--- config.mk ---
export PLATFORM = sky130hd
export DESIGN_NAME = mem_arbiter
export DESIGN_NICKNAME = d
export VERILOG_FILES = /design/src/rtl/mem_arbiter.sv
export SDC_FILE = /design/constraint.sdc
export NUM_CORES = 1
export LEC_CHECK = 0
export BUFFER_PORTS_ARGS = -buffer_cell sky130_fd_sc_hd__buf_2
export CAP_MARGIN = 20
export CORE_MARGIN = 2
export CORE_UTILIZATION = 41
export DETAILED_ROUTE_END_ITERATION = 6
export HOLD_SLACK_MARGIN = 0.08
export PLACE_DENSITY = 0.85
export SKIP_LAST_GASP = 1
export SLEW_MARGIN = 20
export SYNTH_ARGS = -nofsm -noshare
export SYNTH_HDL_FRONTEND = slang
export SYNTH_SLANG_ARGS = --single-unit
--- constraint.sdc ---
create_clock -name clk -period 1 [get_ports clk]
set_input_delay 0.15 -clock clk [delete_from_list [all_inputs] [get_ports clk]]
set_output_delay 0.15 -clock clk [all_outputs]
set_load 0.01 [all_outputs]
--- src/rtl/mem_arbiter.sv ---
// Two-port round-robin arbiter sharing one data memory between the CPU port (0)
// and a host/loader port (1); read data returns to the winner with fixed latency.
module mem_arbiter #(
    parameter int ADDR_W = 4,
    parameter int DATA_W = 8
) (
    input  logic              clk,
    input  logic              reset,
    input  logic              req0,
    input  logic              req1,
    input  logic              we0,
    input  logic              we1,
    input  logic [ADDR_W-1:0] addr0,
    input  logic [ADDR_W-1:0] addr1,
    input  logic [DATA_W-1:0] wdata0,
    input  logic [DATA_W-1:0] wdata1,
    output logic              gnt0,
    output logic              gnt1,
    output logic              rvalid0,
    output logic              rvalid1,
    output logic [DATA_W-1:0] rdata0,
    output logic [DATA_W-1:0] rdata1,
    output logic              mem_cs,
    output logic              mem_we,
    output logic [ADDR_W-1:0] mem_addr,
    output logic [DATA_W-1:0] mem_wdata,
    input  logic [DATA_W-1:0] mem_rdata,
    output logic              busy
);

    typedef enum logic [1:0] {
        IDLE   = 2'd0,
        ACCESS = 2'd1,
        RDATA  = 2'd2
    } state_t;

    state_t            state_q, state_d;
    logic              sel_q, sel_d;
    logic              we_q, we_d;
    logic              last_q, last_d;
    logic [ADDR_W-1:0] addr_q, addr_d;
    logic [DATA_W-1:0] wdata_q, wdata_d;
    logic [DATA_W-1:0] rdata0_q, rdata0_d;
    logic [DATA_W-1:0] rdata1_q, rdata1_d;
    logic              rvalid0_q, rvalid0_d;
    logic              rvalid1_q, rvalid1_d;

    always_ff @(posedge clk) begin
        if (!reset) begin
            state_q   <= IDLE;
            sel_q     <= 1'b0;
            we_q      <= 1'b0;
            last_q    <= 1'b1;
            addr_q    <= '0;
            wdata_q   <= '0;
            rdata0_q  <= '0;
            rdata1_q  <= '0;
            rvalid0_q <= 1'b0;
            rvalid1_q <= 1'b0;
        end else begin
            state_q   <= state_d;
            sel_q     <= sel_d;
            we_q      <= we_d;
            last_q    <= last_d;
            addr_q    <= addr_d;
            wdata_q   <= wdata_d;
            rdata0_q  <= rdata0_d;
            rdata1_q  <= rdata1_d;
            rvalid0_q <= rvalid0_d;
            rvalid1_q <= rvalid1_d;
        end
    end

    always_comb begin
        state_d   = state_q;
        sel_d     = sel_q;
        we_d      = we_q;
        last_d    = last_q;
        addr_d    = addr_q;
        wdata_d   = wdata_q;
        rdata0_d  = rdata0_q;
        rdata1_d  = rdata1_q;
        rvalid0_d = 1'b0;
        rvalid1_d = 1'b0;
        unique case (state_q)
            IDLE: begin
                if (req0 || req1) begin
                    // Port 1 wins when alone, or under contention when port 0 went last.
                    sel_d   = req1 & (~req0 | ~last_q);
                    we_d    = sel_d ? we1 : we0;
                    addr_d  = sel_d ? addr1 : addr0;
                    wdata_d = sel_d ? wdata1 : wdata0;
                    state_d = ACCESS;
                end
            end
            ACCESS: begin
                last_d  = sel_q;
                state_d = we_q ? IDLE : RDATA;
            end
            RDATA: begin
                if (sel_q) begin
                    rdata1_d  = mem_rdata;
                    rvalid1_d = 1'b1;
                end else begin
                    rdata0_d  = mem_rdata;
                    rvalid0_d = 1'b1;
                end
                state_d = IDLE;
            end
            default: state_d = IDLE;
        endcase
    end

    always_comb begin
        mem_cs    = (state_q == ACCESS);
        mem_we    = mem_cs & we_q;
        mem_addr  = addr_q;
        mem_wdata = wdata_q;
        gnt0      = mem_cs & ~sel_q;
        gnt1      = mem_cs & sel_q;
        busy      = (state_q != IDLE);
        rvalid0   = rvalid0_q;
        rvalid1   = rvalid1_q;
        rdata0    = rdata0_q;
        rdata1    = rdata1_q;
    end

endmodule

Word level (Yosys, flattened, before mapping)
Index checks and enable logic that the tools add are counted.
Cells by class
  equality and inequality tests: 3
  muxes and demuxes: 8
  bitwise gates (word level): 8
  reduce and logical (&&, ||, !) cells: 7
Operator list (number)
  $mux 8: 1
  $reduce_and 2->1: 4
  $and 1x1->1: 4
  $mux 2: 2
  $mux 4: 1
  $pmux 2 s2: 1
  $mux 1: 3
  $not 1->1: 3
  $eq 2x1->1 const B: 1
  $eq 2x2->1 const B: 1
  $logic_not 2->1: 1
  $ne 2x2->1 const B: 1
  $reduce_bool 2->1: 1
  $logic_or 1x1->1: 1
  $or 1x1->1: 1
Storage, ports and cells
  register bits after elaboration: 35
  output and inout port bits: 35
  logic and storage cells: 36

Longest topological paths before layout
  depth after elaboration: 4
  mapped depth: 5
  gate-level depth less buffers: 4

Worst setup path before layout
No wires, ideal clock.
  path type: register to register
  from: register state_q[1]
  to: register last_q
  setup time: 0.120 ns
  data arrival time: 1.041 ns
  setup slack: -0.161 ns
  cell stages (with the launch flop): 5
  path buffers: 0
  clock period less this slack: 1.161 ns
  cells stage by stage: dfxtp_1 -> nand2b_2 -> inv_2 -> and2_1 -> a211o_1
On the way
  word-level cells in the longest chain between the ends: 1
Ends and longest elaborated chain
  from (decl): RTL line 37  | state_t state_q, state_d;
  from (signal assigned): RTL line 61  | state_q <= state_d;
  $eq 2x1->1
  named net mem_cs: RTL line 23  | output logic mem_cs,
  to (signal assigned): RTL line 64  | last_q <= last_d;
  to (decl): RTL line 40  | logic last_q, last_d;
The timed path passes the listed nets, and every way through them passes these cells.
A chain may end at the register's enable or synchronous reset.

Worst setup path after layout
  from: register state_q[0]
  to: output mem_we
On the way
  word-level cells in the longest chain between the ends: 2
Ends and longest elaborated chain
  $eq 2x1->1: RTL line 115  | mem_cs = (state_q == ACCESS);
  $and 1x1->1: RTL line 116  | mem_we = mem_cs & we_q;
  to (decl): RTL line 24  | output logic mem_we,
No other way between the ends.

==> flow_summary.ini <==
[routing]
wl_per_cell_um = 14.4
vias = 1453
routed_via_density = 4.98
drt_first_pass_iters = 5
drtAntennaViolNets = 0
drc = 0
drtIter0Drc = 74
drt_wl_total_um = 4190

[worst_setup_path]
r2r_cells = 4
crit_type = reg -> out
critPathLaunchType = register
end_kind = output pin
path_max_fanout = 4
worst_ep_required_time_ps = 850
cp.arrival_ps = 1160

[floorplanning]
core_um2 = 3610
io_pins = 73
fp.dieW_um = 64.8
start_util_pct = 42.0
die_h_um = 64.8
row_count = 22
fp.dieArea_um2 = 4190

[yosys]
synthTopCellsByArea = dfxtp_1 46%, mux2i_1 11%, a311oi_2 9.9%
synth_top_area_share_pct = 46.3
synth_seq_area_share_pct = 46.3
ys_seq_elements = 35
synthCells = 153
synth_top_cell_by_area = dfxtp_1
avgSynthCellArea_um2 = 9.90
syn-cell-area_um2 = 1510
synth-warning-count = 0
syn_nets = 191
ys_types = 28

[sta]
setup_slack_ps = -311
tns_ps = -4670
slew_violations = 0
finClkSkew_ps = 7.72
setup_viol = 36
hold_slack_ps = 86.0
max_freq_mhz = 763
post-route-period-util_pct = 131
timing.final.hold_violations = 0
rsz0062_at_grt = true
layout_min_cycle_time_ps = 1310
worstMarginPinSlew_ps = 228
max_slew_margin_pct = 84.8

[job]
drv_cap = 0

[clock_network]
clock_latency_ps = 290
clock_sinks = 35
cts_hold_buffers = 0
clk_pin_slew_ps = 70
cts_buffer_depth = 2
cts-root-buf = clkbuf_8
tritoncts = done
htree_levels = 2
cts_buffers = 5

[placed_design]
finalWeightedCongestion = 0.725
hpwl_um = 2680
dp.cells = 277
portBuffers = 72
placed_cell_area_um2 = 2030

[cells_and_area]
design_area_um2 = 2470
nets = 281
n_antenna_cell = 0
area_delta_synth_final_pct = 63.5
drive_above_1_share_pct = 62.7
fin_cells = 292

[power]
power_w = 0.00362
p_leak_nw = 1.21
ir_worst_vdd_uv = 761
p_per_area_nw_per_um2 = 1460

[grt]
grt_pass1_vias = 1400
track_usage_pct = 19.1
grt_pass1_wl_um = 6040
antenna_found_initial = 0
grt_max_degree = 19
globalRouteOverflowTotal = 0

[status]
violations = negative setup slack
status = finished with violations

[hold_path]
holdPathStages = 2
min_path_type = in -> reg
-- state kept, by name, indices dropped and copies added (netlist names), 2 cells and up --
signal and cells:
mem_addr 4, mem_wdata 8, state_q 2, rdata1 8, rdata0 8
-- synthesized netlist by cell type, drive strengths merged --
library cell	number
nor3b	1
buf	7
a21boi	1
a211o	1
a311oi	13
clkinv	1
nand3b	1
a21oi	14
nand2b	1
or2	1
nor3	2
inv	2
nand3	1
and2	3
mux2i	16
nor2	21
nand2	26
dfxtp	35
clkbuf	4
o21ai	1
a21bo	1
-- power by group --
group	leakage, nW	switching (W)	internal (W)
logic	0.872	0.000470	0.000491
registers	0.288	0.0000664	0.00149
clock network	0.0515	0.000477	0.000628
total	1.21	0.00101	0.00261
-- kinds of logic (layout without fill, tap and decap cells) --
group / count (synthesis) / count (layout) / share of synthesized area [%]
simple gates: 57 / 57 / 16.5
flops: 35 / 35 / 46.3
compound gates: 31 / 32 / 20.8
mux: 16 / 16 / 10.6
buf+inv: 14 / 104 / 5.78
-- cell type report --
cell class              instances  area [µm²]
repair buffers                 93         661
flip-flops and latches         35         712
well taps                      48        60.1
fillers                       286        1130
clock buffers                   8         100
multi-input cells             105         928
inverters                       3        13.8
-- worst max-delay path: stages (launching register included) --
cell	delay (ps)
dfxtp_4	360
buf_6	120
nand2b_4	70
inv_2	40
and2_1	140
buf_2	140
-- metrics by stage --
step	setup WS [ps]	util (%)
finish	-311	68.6
global route	-349	68.6
CTS	-305	62.6
detailed placement	-193	56.3
global placement	-177	56.3
floorplan	-80.2	-
-- metal layers --
layer	part of all wire, %	track usage [%]
met2	52	34.4
met1	39	20.4
met4	2.2	9.57
met3	6.1	4.86
met5	0	0
-- worst paths after layout --
kind | startpoint | endpoint | slack [ps]
worst max register to register | last_q | mem_addr[3] | -170
worst max-delay path | state_q[0] | mem_we | -310
worst min register to register | we_q | state_q[1] | 450
worst min-delay path | reset | rvalid0 | 90
-- placed cells by master, fill, tap and decap left out, drive strengths merged --
cell type	count
o21ai	1
a211o	1
a21bo	2
and2	3
nand2b	1
a21boi	1
nand2	26
or2	1
nor2	21
nand3	1
mux2i	16
nand3b	1
buf	92
a21oi	14
clkinv	1
a311oi	13
dfxtp	35
clkbuf	9
nor3b	1
nor3	2
inv	2
-- what timing repair did --
action / CTS / global route
gates resized for setup: 17 / 41
pin swaps: 19 / 30
gates cloned: 1 / 2
setup endpoints to repair: 36 / 36
buffers inserted: 3 / 1
(Power assumes the default switching activity.)
